### src/rtl/fifo_pointer_controller.sv
// Pointer and flag controller for a single-clock FIFO driving an external
// dual-port RAM. Gray pointers are exported for reuse in a dual-clock variant.
module fifo_pointer_controller #(
  parameter int DEPTH              = 16,
  parameter int ALMOST_FULL_LEVEL  = DEPTH - 2,
  parameter int ALMOST_EMPTY_LEVEL = 2,
  localparam int AW = $clog2(DEPTH),
  localparam int LW = $clog2(DEPTH + 1)
) (
  input  logic          clk,
  input  logic          reset,
  input  logic          write_request,
  input  logic          read_request,
  input  logic          clear_errors,
  output logic          write_enable,
  output logic [AW-1:0] write_address,
  output logic          read_enable,
  output logic [AW-1:0] read_address,
  output logic [AW:0]   write_pointer_gray,
  output logic [AW:0]   read_pointer_gray,
  output logic [LW-1:0] level,
  output logic          full,
  output logic          empty,
  output logic          almost_full,
  output logic          almost_empty,
  output logic          overflow,
  output logic          underflow
);

  localparam logic [AW:0] FULL_MASK = (AW+1)'(3 << (AW - 1));
  localparam logic [AW:0] AF_LVL    = (AW+1)'(ALMOST_FULL_LEVEL);
  localparam logic [AW:0] AE_LVL    = (AW+1)'(ALMOST_EMPTY_LEVEL);

  function automatic logic [AW:0] bin2gray(input logic [AW:0] b);
    return b ^ (b >> 1);
  endfunction

  logic [AW:0]   r_wptr, r_rptr, r_wgray, r_rgray;
  logic [LW-1:0] r_level;
  logic          r_full, r_empty, r_af, r_ae, r_ovf, r_unf;

  logic          w_wr_acc, w_rd_acc;
  logic [AW:0]   w_wptr_nxt, w_rptr_nxt;
  logic [AW:0]   w_wgray_nxt, w_rgray_nxt, w_level_nxt;

  // Acceptance looks only at registered flags; reset masks both strobes.
  assign w_wr_acc = write_request && !r_full && !reset;
  assign w_rd_acc = read_request && !r_empty && !reset;

  assign w_wptr_nxt  = r_wptr + (AW+1)'(w_wr_acc);
  assign w_rptr_nxt  = r_rptr + (AW+1)'(w_rd_acc);
  assign w_wgray_nxt = bin2gray(w_wptr_nxt);
  assign w_rgray_nxt = bin2gray(w_rptr_nxt);
  assign w_level_nxt = w_wptr_nxt - w_rptr_nxt;

  always_ff @(posedge clk) begin
    if (reset) begin
      r_wptr  <= '0;
      r_rptr  <= '0;
      r_wgray <= '0;
      r_rgray <= '0;
      r_level <= '0;
      r_full  <= 1'b0;
      r_empty <= 1'b1;
      r_af    <= 1'b0;
      r_ae    <= 1'b1;
      r_ovf   <= 1'b0;
      r_unf   <= 1'b0;
    end else begin
      r_wptr  <= w_wptr_nxt;
      r_rptr  <= w_rptr_nxt;
      r_wgray <= w_wgray_nxt;
      r_rgray <= w_rgray_nxt;
      r_level <= LW'(w_level_nxt);
      r_full  <= (w_wgray_nxt ^ w_rgray_nxt) == FULL_MASK;
      r_empty <= w_wgray_nxt == w_rgray_nxt;
      r_af    <= w_level_nxt >= AF_LVL;
      r_ae    <= w_level_nxt <= AE_LVL;
      r_ovf   <= (write_request && r_full) || (r_ovf && !clear_errors);
      r_unf   <= (read_request && r_empty) || (r_unf && !clear_errors);
    end
  end

  assign write_enable       = w_wr_acc;
  assign read_enable        = w_rd_acc;
  assign write_address      = r_wptr[AW-1:0];
  assign read_address       = r_rptr[AW-1:0];
  assign write_pointer_gray = r_wgray;
  assign read_pointer_gray  = r_rgray;
  assign level              = r_level;
  assign full               = r_full;
  assign empty              = r_empty;
  assign almost_full        = r_af;
  assign almost_empty       = r_ae;
  assign overflow           = r_ovf;
  assign underflow          = r_unf;

endmodule

### config.mk
export PLATFORM = sky130hd
export DESIGN_NAME = fifo_pointer_controller
export DESIGN_NICKNAME = d
export VERILOG_FILES = /design/src/rtl/fifo_pointer_controller.sv
export SDC_FILE = /design/constraint.sdc
export NUM_CORES = 1
export LEC_CHECK = 0
export ABC_AREA = 1
export ABC_CLOCK_PERIOD_IN_PS = 3500
export CAP_MARGIN = 20
export CORE_ASPECT_RATIO = 1.2
export CORE_MARGIN = 2
export CORE_UTILIZATION = 32
export DETAILED_ROUTE_END_ITERATION = 16
export PLACE_DENSITY_LB_ADDON = 0.2
export SETUP_SLACK_MARGIN = 0.5
export SLEW_MARGIN = 20
export SYNTH_ARGS = -nofsm -noshare
export SYNTH_HDL_FRONTEND = slang
export SYNTH_SLANG_ARGS = --single-unit
### constraint.sdc
create_clock -name clk -period 3.5 [get_ports clk]
set_clock_uncertainty 0.1 [all_clocks]
set_input_delay 0.525 -clock clk [delete_from_list [all_inputs] [get_ports clk]]
set_output_delay 0.525 -clock clk [all_outputs]
set_load 0.1 [all_outputs]
# Word level (Yosys, flattened, before mapping)
# Index checks and enable logic that the tools add are counted.
# W data, S select, Z words.
[op_classes]
n_addsub = 3
multipliers = 0
div = 0
n_lt_le_gt_ge = 2
n_eq_ne = 2
shifts = 0
mux = 0
bitwise_logic = 3
n_reduce_logical = 14
[op_table]
columns = ["op", "count"]
rows = [
  ["$add A5 B1 Y5", 2],
  ["$xor A5 B4 Y5", 2],
  ["$logic_and A1 B1 Y1", 8],
  ["$eq A5 B5 Y1", 1],
  ["$eq A5 B5 Y1 const B", 1],
  ["$ge A5 B4 Y1 const B", 1],
  ["$le A5 B2 Y1 const B", 1],
  ["$sub A5 B5 Y5", 1],
  ["$xor A5 B5 Y5", 1],
  ["$logic_not A1 Y1", 4],
  ["$logic_or A1 B1 Y1", 2],
]
[totals]
regBits = 31
latch_bits = 0
mem_bits_rw = 0
romBits = 0
input_bits = 5
elab_cells = 35
mem_count = 0

# Logic depth before layout (Yosys ltp)
# Gate-level depths: netlist (run 1).
[depth]
word_depth = 7
depth_mapped = 19
depth_no_buf = 19

# Worst setup path after synthesis (run 1)
# OpenSTA, ideal clock, no wires.
[synth_timing]
kind = "register -> register"
start = "register r_empty (netlist: empty)"
end = "register r_ae (netlist: almost_empty)"
setup_ns = 0.109
t_arrival_ns = 3.736
t_required_ns = 3.291
path_slack_ns = -0.444
stages_incl_launch_ff = 16
n_path_buf = 0
cell_sequence = "dfxtp_1 -> nor2_1 -> ha_1 -> ha_1 -> inv_1 -> nand3_1 -> and2_1 -> ha_1 -> inv_1 -> nand2_1 -> nand2_4 -> nand3_1 -> nand2_1 -> clkinv_1 -> nand2_1 -> nor2_2"
[synth_between]
elab_chain_cells = 6
[synth_lines]
columns = ["element", "line_no", "rtl"]
rows = [
  ["start: declaration", "40", "logic r_full, r_empty, r_af, r_ae, r_ovf, r_unf;"],
  ["start signal: assignment", "76", "r_empty <= w_wgray_nxt == w_rgray_nxt;"],
  ["$logic_not A1 Y1", "48", "assign w_rd_acc = read_request && !r_empty && !reset;"],
  ["$logic_and A1 B1 Y1 (2 in a row)", "48", ""],
  ["via read_enable", "17", "output logic read_enable,"],
  ["$add A5 B1 Y5", "51", "assign w_rptr_nxt = r_rptr + (AW+1)'(w_rd_acc);"],
  ["$sub A5 B5 Y5", "54", "assign w_level_nxt = w_wptr_nxt - w_rptr_nxt;"],
  ["$le A5 B2 Y1", "78", "r_ae <= w_level_nxt <= AE_LVL;"],
  ["end signal: assignment", "66", "r_ae <= 1'b1;"],
  ["end signal: assignment", "78", ""],
  ["end: declaration", "40", ""],
]
# The timed path passes the listed nets, and every way through them passes these cells.
# A chain may end at the register's enable or synchronous reset.

# Worst setup path in the final report (run 1)
[layout_timing]
start = "input port reset"
end = "register r_ae (netlist: almost_empty)"
[layout_between]
elab_chain_cells = 5
word_cells_on_any_way = 7
[layout_lines]
columns = ["element", "line_no", "rtl"]
rows = [
  ["start: declaration", "11", "input logic reset,"],
  ["$logic_not A1 Y1", "47, 48", ""],
  ["$logic_and A1 B1 Y1, on equally long branches", "47, 48", ""],
  ["$add A5 B1 Y5, on equally long branches", "50, 51", ""],
  ["$sub A5 B5 Y5", "54", ""],
  ["$le A5 B2 Y1", "78", ""],
]
# Several ways; a longest one is shown, not always the timed one.

==> flow_results.xml, run 1 <==
<?xml version="1.0" encoding="UTF-8"?>
<metrics>
  <group name="routing">
    <metric name="antenna_left" unit="">0</metric>
    <metric name="post-route-drc-count" unit="">0</metric>
    <metric name="wl_per_cell" unit="um">11.0</metric>
    <metric name="drtIter0Drc" unit="">31</metric>
    <metric name="drt-vias-per-instance" unit="">4.52</metric>
    <metric name="num_vias" unit="">1389</metric>
    <metric name="routed_wirelength" unit="mm">3.38</metric>
    <metric name="dr.pass1.iters" unit="">4</metric>
  </group>
  <group name="setup_path">
    <metric name="worst_setup_path_startpoint" unit="">reset</metric>
    <metric name="reg2reg_from" unit="">empty$_SDFF_PP1_</metric>
    <metric name="critPathCapture" unit="">almost_empty$_SDFF_PP1_</metric>
    <metric name="max_stage_delay" unit="ps">440</metric>
    <metric name="reg2reg_to" unit="">almost_empty$_SDFF_PP1_</metric>
    <metric name="critical_path.n_buffers_inverters" unit="">4</metric>
    <metric name="worstSetupEndpointType" unit="">register</metric>
    <metric name="crit_type" unit="">input port to register</metric>
    <metric name="worst-r2r-setup-slack" unit="ps">1250</metric>
    <metric name="crit_path_frequent_cell" unit="">sky130_fd_sc_hd__nand2_1</metric>
    <metric name="crit_family" unit="">simple AND/OR/NAND/NOR gates</metric>
    <metric name="timing.critical_path.required" unit="ps">3620</metric>
    <metric name="critical_path.cell_chain" unit="">clkdlybuf4s50_1, inv_2, nand2_1, nor2_4, ha_1, nand2_1, nand2_1, nand2_1, and2_1, ha_1, inv_1, nand2_1, nand2_4, nand3_2, nand2_1, nand2_1, nand2_2, inv_2, nor2_2</metric>
    <metric name="r2r.worst_path.cells" unit="">16</metric>
    <metric name="crit_slowest_cell" unit="">sky130_fd_sc_hd__clkdlybuf4s50_1</metric>
    <metric name="setup.worst_path.start_class" unit="">input port</metric>
    <metric name="critical_path_fanout_max" unit="">5</metric>
    <metric name="cp.arrival" unit="ps">2830</metric>
    <metric name="cp.depth" unit="">19</metric>
  </group>
  <group name="synth">
    <metric name="synthDominantAreaCellType" unit="">sky130_fd_sc_hd__dfxtp_1</metric>
    <metric name="post_synth_instance_area" unit="um2">1550</metric>
    <metric name="average_instance_area_after_synthesis" unit="um2">7.49</metric>
    <metric name="post_synthesis_register_bit_count" unit="">29</metric>
    <metric name="synth-edff-count" unit="">0</metric>
    <metric name="yosys_warnings" unit="">0</metric>
    <metric name="synth_area_leaders" unit="">sky130_fd_sc_hd__dfxtp_1, sky130_fd_sc_hd__nand2_1, sky130_fd_sc_hd__ha_1</metric>
    <metric name="synthesis.nets" unit="">220</metric>
    <metric name="netlist_instances" unit="">207</metric>
    <metric name="synth.top_cells.by_count" unit="">sky130_fd_sc_hd__nand2_1, sky130_fd_sc_hd__dfxtp_1, sky130_fd_sc_hd__nor2_1</metric>
    <metric name="synth-seq-area-share" unit="%">37.4</metric>
    <metric name="postSynth.topFlopCell" unit="">sky130_fd_sc_hd__dfxtp_1</metric>
    <metric name="synth_cell_type_count" unit="">23</metric>
    <metric name="yosys.cell_count.top_type" unit="">sky130_fd_sc_hd__nand2_1</metric>
    <metric name="postSynth.asyncResetShare" unit="%">0</metric>
    <metric name="synth_largest_type_area_fraction" unit="%">37.4</metric>
  </group>
  <group name="grt">
    <metric name="global_route.overflow_total" unit="">0</metric>
    <metric name="first_global_vias" unit="">1333</metric>
    <metric name="grt_start_max_net_pins" unit="">20</metric>
    <metric name="grt_antenna_before_repair" unit="">0</metric>
    <metric name="grt.total_usage" unit="%">14.8</metric>
    <metric name="grt_pass1_wl" unit="mm">5.98</metric>
  </group>
  <group name="placement">
    <metric name="dp.final_hpwl" unit="mm">2.67</metric>
    <metric name="pre_cts_slack" unit="ps">309</metric>
    <metric name="gp_routability_congestion" unit="">0.818</metric>
    <metric name="numPortBuffers" unit="">35</metric>
  </group>
  <group name="finish">
    <metric name="syn2layout_area_growth" unit="%">35.8</metric>
    <metric name="num-nets-final" unit="">261</metric>
    <metric name="final_layout_size_suffix_gt1_share" unit="%">21.7</metric>
    <metric name="insertedDiodeCount" unit="">0</metric>
    <metric name="n_fill_cell" unit="">472</metric>
  </group>
  <group name="worst_hold_path">
    <metric name="worst_hold_path_type" unit="">register to register</metric>
    <metric name="hold_path_depth" unit="">2</metric>
  </group>
  <group name="floorplan">
    <metric name="die_w" unit="um">67.5</metric>
    <metric name="floorplan.die_area" unit="um2">5420</metric>
    <metric name="floorplan.io_pins" unit="">36</metric>
    <metric name="start_util" unit="%">33.5</metric>
    <metric name="row_count" unit="">27</metric>
    <metric name="fp.coreArea" unit="um2">4630</metric>
    <metric name="dieHeight" unit="um">80.2</metric>
  </group>
  <group name="sta">
    <metric name="unrepaired_setup_endpoints_after_global_routing" unit="">false</metric>
    <metric name="max_freq" unit="MHz">369</metric>
    <metric name="setup_tns" unit="ps">0</metric>
    <metric name="timing.final.crit_share" unit="%">77.5</metric>
    <metric name="tightestPinTransition" unit="ps">973</metric>
    <metric name="slew_viol_final" unit="">0</metric>
    <metric name="setup_slack" unit="ps">787</metric>
    <metric name="period_needed" unit="ps">2710</metric>
    <metric name="final-setup-viol-count" unit="">0</metric>
    <metric name="final-hold-violation-count" unit="">0</metric>
    <metric name="timing.slew.headroom" unit="%">35.0</metric>
  </group>
  <group name="clock_tree">
    <metric name="cts_inserted_buffers" unit="">5</metric>
    <metric name="htreeDepth" unit="">2</metric>
    <metric name="clockBufferDepth" unit="">2</metric>
    <metric name="clock_slew_at_the_register_clock_pins_of_the_worst_setup_and_hold_paths" unit="ps">60</metric>
    <metric name="post_cts_hold_buffer_count" unit="">0</metric>
    <metric name="cts_tree" unit="">done</metric>
    <metric name="clock_tree.root_cell" unit="">sky130_fd_sc_hd__clkbuf_8</metric>
    <metric name="worst_skew_pair.late_latency" unit="ps">280</metric>
    <metric name="cts.sinks" unit="">29</metric>
  </group>
  <group name="run_status">
    <metric name="outcome" unit="">finished clean</metric>
  </group>
  <group name="pwr">
    <metric name="total_leakage_power" unit="nW">0.934</metric>
    <metric name="power-per-cell-area" unit="nW/um2">486</metric>
    <metric name="vdd_ir_drop_max" unit="mV">0.202</metric>
  </group>
  <group name="flow_run">
    <metric name="maxCapViolations" unit="">0</metric>
  </group>
</metrics>
-- logic make-up (layout without fill, tap and decap cells) --
kind of cell | Yosys count | count (layout) | share of synthesized area [%]
flops | 29 | 29 | 37.4
fa+ha+maj | 8 | 8 | 6.46
xor+xnor | 8 | 8 | 4.52
simple gates | 122 | 122 | 40.0
buf+inv | 31 | 73 | 8.47
compound gates | 9 | 9 | 3.07
-- what timing repair did --
item / 4_1_cts / 5_1_grt
setup buffers: 0 / 1
resized for setup: 0 / 3
endpoints found under the hold margin: 0 / 0
endpoints found under the setup margin: 0 / 3
-- flip-flops by register name, summed over array words and instances (netlist names) --
name	flops
level	5
r_rptr	5
r_wptr	5
read_pointer_gray	4
write_pointer_gray	4
almost_empty	1
almost_full	1
empty	1
full	1
overflow	1
underflow	1
-- layer usage --
metal	global-route usage (%)	vias up	share of wire, %
met5	0	-	0
met4	5.51	0	1.7
met3	4.20	7	5.2
met2	25.2	30	49
met1	17.1	622	44
li1	-	730	-
-- worst register-to-register path, delay by kind of cell (launching register included) --
| kind | cells | cell delay (ps) |
|---|---|---|
| DFF | 1 | 350 |
| adders and majority gates | 3 | 640 |
| buffers and inverters | 3 | 180 |
| and+or+nand+nor | 10 | 930 |
-- cell type report --
cell class / count / area, um2 / share of cell area (%)
Clock buffer: 7 / 96.3 / 4.58
Inverter: 27 / 101 / 4.82
Multi-Input combinational cell: 147 / 858 / 40.8
Tap cell: 58 / 72.6 / 3.45
Clock inverter: 1 / 5.00 / 0.238
Timing Repair Buffer: 38 / 388 / 18.4
Sequential cell: 29 / 583 / 27.7
-- metrics by stage --
step / total power [W] / hold WS, ps / std cells / util, % / area, um2
2_1_floorplan: 0.000646 / 574 / 207 / - / 1570
3_3_place_gp: 0.000726 / 354 / 298 / 43.0 / 1990
3_5_place_dp: 0.000726 / 357 / 298 / 43.0 / 1990
4_1_cts: 0.00103 / 372 / 306 / 45.2 / 2090
5_1_grt: 0.00107 / 409 / 307 / 45.5 / 2100
6_report: 0.00102 / 367 / 307 / 45.5 / 2100
-- layout by cell type, fill, tap and decap left out, types with 6 or more instances in the layout --
cell type | synthesis | routed
sky130_fd_sc_hd__clkbuf_8 | 0 | 7
sky130_fd_sc_hd__clkdlybuf4s50_1 | 0 | 31
sky130_fd_sc_hd__dfxtp_1 | 29 | 27
sky130_fd_sc_hd__ha_1 | 8 | 7
sky130_fd_sc_hd__inv_1 | 19 | 19
sky130_fd_sc_hd__inv_2 | 5 | 6
sky130_fd_sc_hd__nand2_1 | 51 | 50
sky130_fd_sc_hd__nand2_2 | 14 | 15
sky130_fd_sc_hd__nand2_4 | 7 | 7
sky130_fd_sc_hd__nand3_1 | 13 | 13
sky130_fd_sc_hd__nand4_1 | 9 | 9
sky130_fd_sc_hd__nor2_1 | 21 | 19
sky130_fd_sc_hd__xnor2_1 | 7 | 7
-- worst min-delay path by stage --
| stage | from | endpoint | slack (ps) |
|---|---|---|---|
| 4_1_cts | overflow$_SDFF_PP0_ | overflow$_SDFF_PP0_ | 370 |
| 3_3_place_gp | overflow$_SDFF_PP0_ | overflow$_SDFF_PP0_ | 350 |
| 5_1_grt | overflow$_SDFF_PP0_ | overflow$_SDFF_PP0_ | 410 |
| 6_report | overflow$_SDFF_PP0_ | overflow$_SDFF_PP0_ | 370 |
| 3_5_place_dp | overflow$_SDFF_PP0_ | overflow$_SDFF_PP0_ | 360 |
| 2_1_floorplan | write_request | overflow$_SDFF_PP0_ | 570 |
-- power breakdown --
group | internal [W] | switching [W]
combinational | 0.0000882 | 0.000262
clock | 0.000177 | 0.000128
sequential | 0.000356 | 0.0000117
total | 0.000621 | 0.000402
No activity file was read; power rests on OpenSTA's default activity.
==> inputs of run 2 (changes only) <==
Settings changed: ABC_CLOCK_PERIOD_IN_PS 3500 to 2550.
Clock period 3.5 ns to 2.55 ns, I/O delays scaled along.
==> flow_results.xml, run 2 (synthesis gave the netlist of run 1 again) <==
<?xml version="1.0" encoding="UTF-8"?>
<metrics>
  <group name="setup_path">
    <metric name="worstSetupEndpointType" unit="">register</metric>
    <metric name="timing.critical_path.required" unit="ps">2630</metric>
    <metric name="critical_path_fanout_max" unit="">4</metric>
    <metric name="crit_type" unit="">input port to register</metric>
    <metric name="worst_setup_path_startpoint" unit="">reset</metric>
    <metric name="critical_path.cell_chain" unit="">buf_6, buf_8, clkinv_16, nand2_4, nor2_4, ha_4, nand2_4, nand2_4, nand2_2, and2_4, ha_4, inv_2, nand2_2, nand2_4, nand3_2, nand2_1, clkinv_1, nand2_1, nor2_2</metric>
    <metric name="max_stage_delay" unit="ps">200</metric>
    <metric name="crit_path_frequent_cell" unit="">sky130_fd_sc_hd__nand2_4</metric>
    <metric name="reg2reg_to" unit="">almost_empty$_SDFF_PP1_</metric>
    <metric name="worst-r2r-setup-slack" unit="ps">600</metric>
    <metric name="reg2reg_from" unit="">r_wptr[1]$_SDFF_PP0_</metric>
    <metric name="setup.worst_path.start_class" unit="">input port</metric>
    <metric name="crit_slowest_cell" unit="">sky130_fd_sc_hd__ha_4</metric>
    <metric name="r2r.worst_path.cells" unit="">13</metric>
    <metric name="cp.arrival" unit="ps">2090</metric>
  </group>
  <group name="grt">
    <metric name="first_global_vias" unit="">1448</metric>
    <metric name="grt_antenna_before_repair" unit="">0</metric>
    <metric name="global_route.overflow_total" unit="">0</metric>
    <metric name="grt_pass1_wl" unit="mm">6.36</metric>
    <metric name="grt.total_usage" unit="%">15.6</metric>
    <metric name="grt_start_max_net_pins" unit="">20</metric>
  </group>
  <group name="flow_run">
    <metric name="maxCapViolations" unit="">0</metric>
  </group>
  <group name="pwr">
    <metric name="power.total" unit="W">0.00144</metric>
    <metric name="internal_power_consumption" unit="W">0.000869</metric>
    <metric name="total_leakage_power" unit="nW">1.16</metric>
    <metric name="share_comb_of_total_power" unit="%">37.6</metric>
    <metric name="net-switching-power" unit="W">0.000573</metric>
    <metric name="proportion_of_total_power_due_to_net_switching" unit="%">39.7</metric>
    <metric name="power-per-cell-area" unit="nW/um2">577</metric>
    <metric name="vdd_ir_drop_max" unit="mV">0.242</metric>
    <metric name="power.sequential.fraction" unit="%">35.2</metric>
    <metric name="share_clk_of_total_power" unit="%">27.2</metric>
  </group>
  <group name="floorplan">
    <metric name="floorplan.die_area" unit="um2">5420</metric>
    <metric name="dieHeight" unit="um">80.2</metric>
    <metric name="start_util" unit="%">33.5</metric>
    <metric name="row_count" unit="">27</metric>
    <metric name="die_w" unit="um">67.5</metric>
    <metric name="fp.coreArea" unit="um2">4630</metric>
    <metric name="floorplan.io_pins" unit="">36</metric>
  </group>
  <group name="sta">
    <metric name="hold-worst-slack" unit="ps">373</metric>
    <metric name="timing.final.crit_share" unit="%">78.7</metric>
    <metric name="slew_viol_final" unit="">0</metric>
    <metric name="unrepaired_setup_endpoints_after_global_routing" unit="">true</metric>
    <metric name="period_needed" unit="ps">2010</metric>
    <metric name="tightestPinTransition" unit="ps">458</metric>
    <metric name="final-hold-violation-count" unit="">0</metric>
    <metric name="max_freq" unit="MHz">498</metric>
    <metric name="timing.slew.headroom" unit="%">69.5</metric>
    <metric name="final-setup-viol-count" unit="">0</metric>
  </group>
  <group name="worst_hold_path">
    <metric name="hold_path_end" unit="">overflow$_SDFF_PP0_</metric>
    <metric name="worst_hold_path_type" unit="">register to register</metric>
    <metric name="worstHoldStart" unit="">overflow$_SDFF_PP0_</metric>
    <metric name="hold_path_depth" unit="">2</metric>
  </group>
  <group name="routing">
    <metric name="wl_per_cell" unit="um">11.2</metric>
    <metric name="dr.pass1.iters" unit="">4</metric>
    <metric name="num_vias" unit="">1500</metric>
    <metric name="drtIter0Drc" unit="">41</metric>
    <metric name="routed_wirelength" unit="mm">3.78</metric>
    <metric name="drt-vias-per-instance" unit="">4.45</metric>
    <metric name="post-route-drc-count" unit="">0</metric>
    <metric name="antenna_left" unit="">0</metric>
  </group>
  <group name="placement">
    <metric name="gp_routability_congestion" unit="">0.800</metric>
    <metric name="numPortBuffers" unit="">35</metric>
    <metric name="dp.final_hpwl" unit="mm">2.78</metric>
  </group>
  <group name="run_status">
    <metric name="outcome" unit="">finished clean</metric>
  </group>
  <group name="clock_tree">
    <metric name="cts.sinks" unit="">29</metric>
    <metric name="htreeDepth" unit="">2</metric>
    <metric name="clockBufferDepth" unit="">2</metric>
    <metric name="cts_tree" unit="">done</metric>
    <metric name="clock_tree.root_cell" unit="">sky130_fd_sc_hd__clkbuf_8</metric>
    <metric name="worst_skew_pair.late_latency" unit="ps">280</metric>
    <metric name="clock_slew_at_the_register_clock_pins_of_the_worst_setup_and_hold_paths" unit="ps">70</metric>
    <metric name="cts_inserted_buffers" unit="">5</metric>
  </group>
  <group name="finish">
    <metric name="layout_commonest_cell" unit="">sky130_fd_sc_hd__buf_4</metric>
    <metric name="final_core_utilization" unit="%">54.0</metric>
    <metric name="commonest_cells_after_routing_fill_and_taps_aside" unit="">sky130_fd_sc_hd__buf_4, sky130_fd_sc_hd__nand2_1, sky130_fd_sc_hd__dfxtp_1</metric>
    <metric name="final_layout_size_suffix_gt1_share" unit="%">50.9</metric>
    <metric name="num-nets-final" unit="">291</metric>
    <metric name="insertedDiodeCount" unit="">0</metric>
    <metric name="syn2layout_area_growth" unit="%">61.1</metric>
  </group>
</metrics>
==> run 2: cell types whose count changed in the layout (fill, tap and decap cells not counted), moves of 4 or more <==
cell | before | now
sky130_fd_sc_hd__ha_4 | 0 | 6
sky130_fd_sc_hd__nand2_2 | 15 | 20
sky130_fd_sc_hd__clkdlybuf4s50_1 | 31 | 1
sky130_fd_sc_hd__nand2_1 | 50 | 38
sky130_fd_sc_hd__nand2_4 | 7 | 14
sky130_fd_sc_hd__nand3_1 | 13 | 9
sky130_fd_sc_hd__ha_1 | 7 | 0
sky130_fd_sc_hd__buf_4 | 5 | 59
==> run 2: per-layer routing <==
| metal | GRT usage, % | vias up | part of all wire, % |
|---|---|---|---|
| li1 | - | 787 | - |
| met5 | 0 | - | 0 |
| met2 | 26.4 | 27 | 52 |
| met1 | 18.5 | 679 | 42 |
| met4 | 6.73 | 0 | 1.9 |
| met3 | 3.36 | 7 | 3.8 |
==> run 2: how the worst max path moves through the flow <==
stage                              endpoint  slack [ps]  cells after the start
finish              almost_empty$_SDFF_PP1_         540                     19
global route        almost_empty$_SDFF_PP1_         420                     20
CTS                  almost_full$_SDFF_PP0_         520                     17
detailed placement         empty$_SDFF_PP1_        -180                     15
global placement           empty$_SDFF_PP1_        -150                     15
floorplan           almost_empty$_SDFF_PP1_          30                     18
==> run 2: per-stage QoR <==
step	instance area (um2)	TNS, ps	std cells	worst slack, ps
after floorplan	1680	0	207	27.2
after detailed placement	2200	-896	320	-183
final	2500	0	337	542
after global routing	2500	0	337	421
after global placement	2200	-706	320	-153
after CTS	2360	0	334	517
==> run 2: repair_timing <==
action                                  CTS  global route
endpoints found under the setup margin   14             5
gates cloned                              0             0
hold buffers                              0             0
pin swaps                                11            17
gates resized for setup                  11            28
buffers inserted                          6             3
hold endpoints to repair                  0             0
==> run 2: power by group through the flow <==
stage               clock [W]  combinational, W  sequential, W
floorplan                   0          0.000142       0.000762
global placement            0          0.000515       0.000517
detailed placement          0          0.000516       0.000517
CTS                  0.000408          0.000527       0.000508
global route         0.000432          0.000575       0.000513
finish               0.000392          0.000542       0.000508
==> run 2: critical path: cells and delay by family <==
| family | cells | cell delay [ps] |
|---|---|---|
| simple gates | 12 | 1000 |
| buf+inv | 5 | 370 |
| fa+ha+maj | 2 | 340 |
==> run 2: final cells by class <==
class                   instances  area, um2
fillers                       427       2130
multi-input cells             147       1060
flip-flops and latches         29        589
repair buffers                 68        562
inverters                      27        128
clock buffers                   8       90.1
well taps                      58       72.6
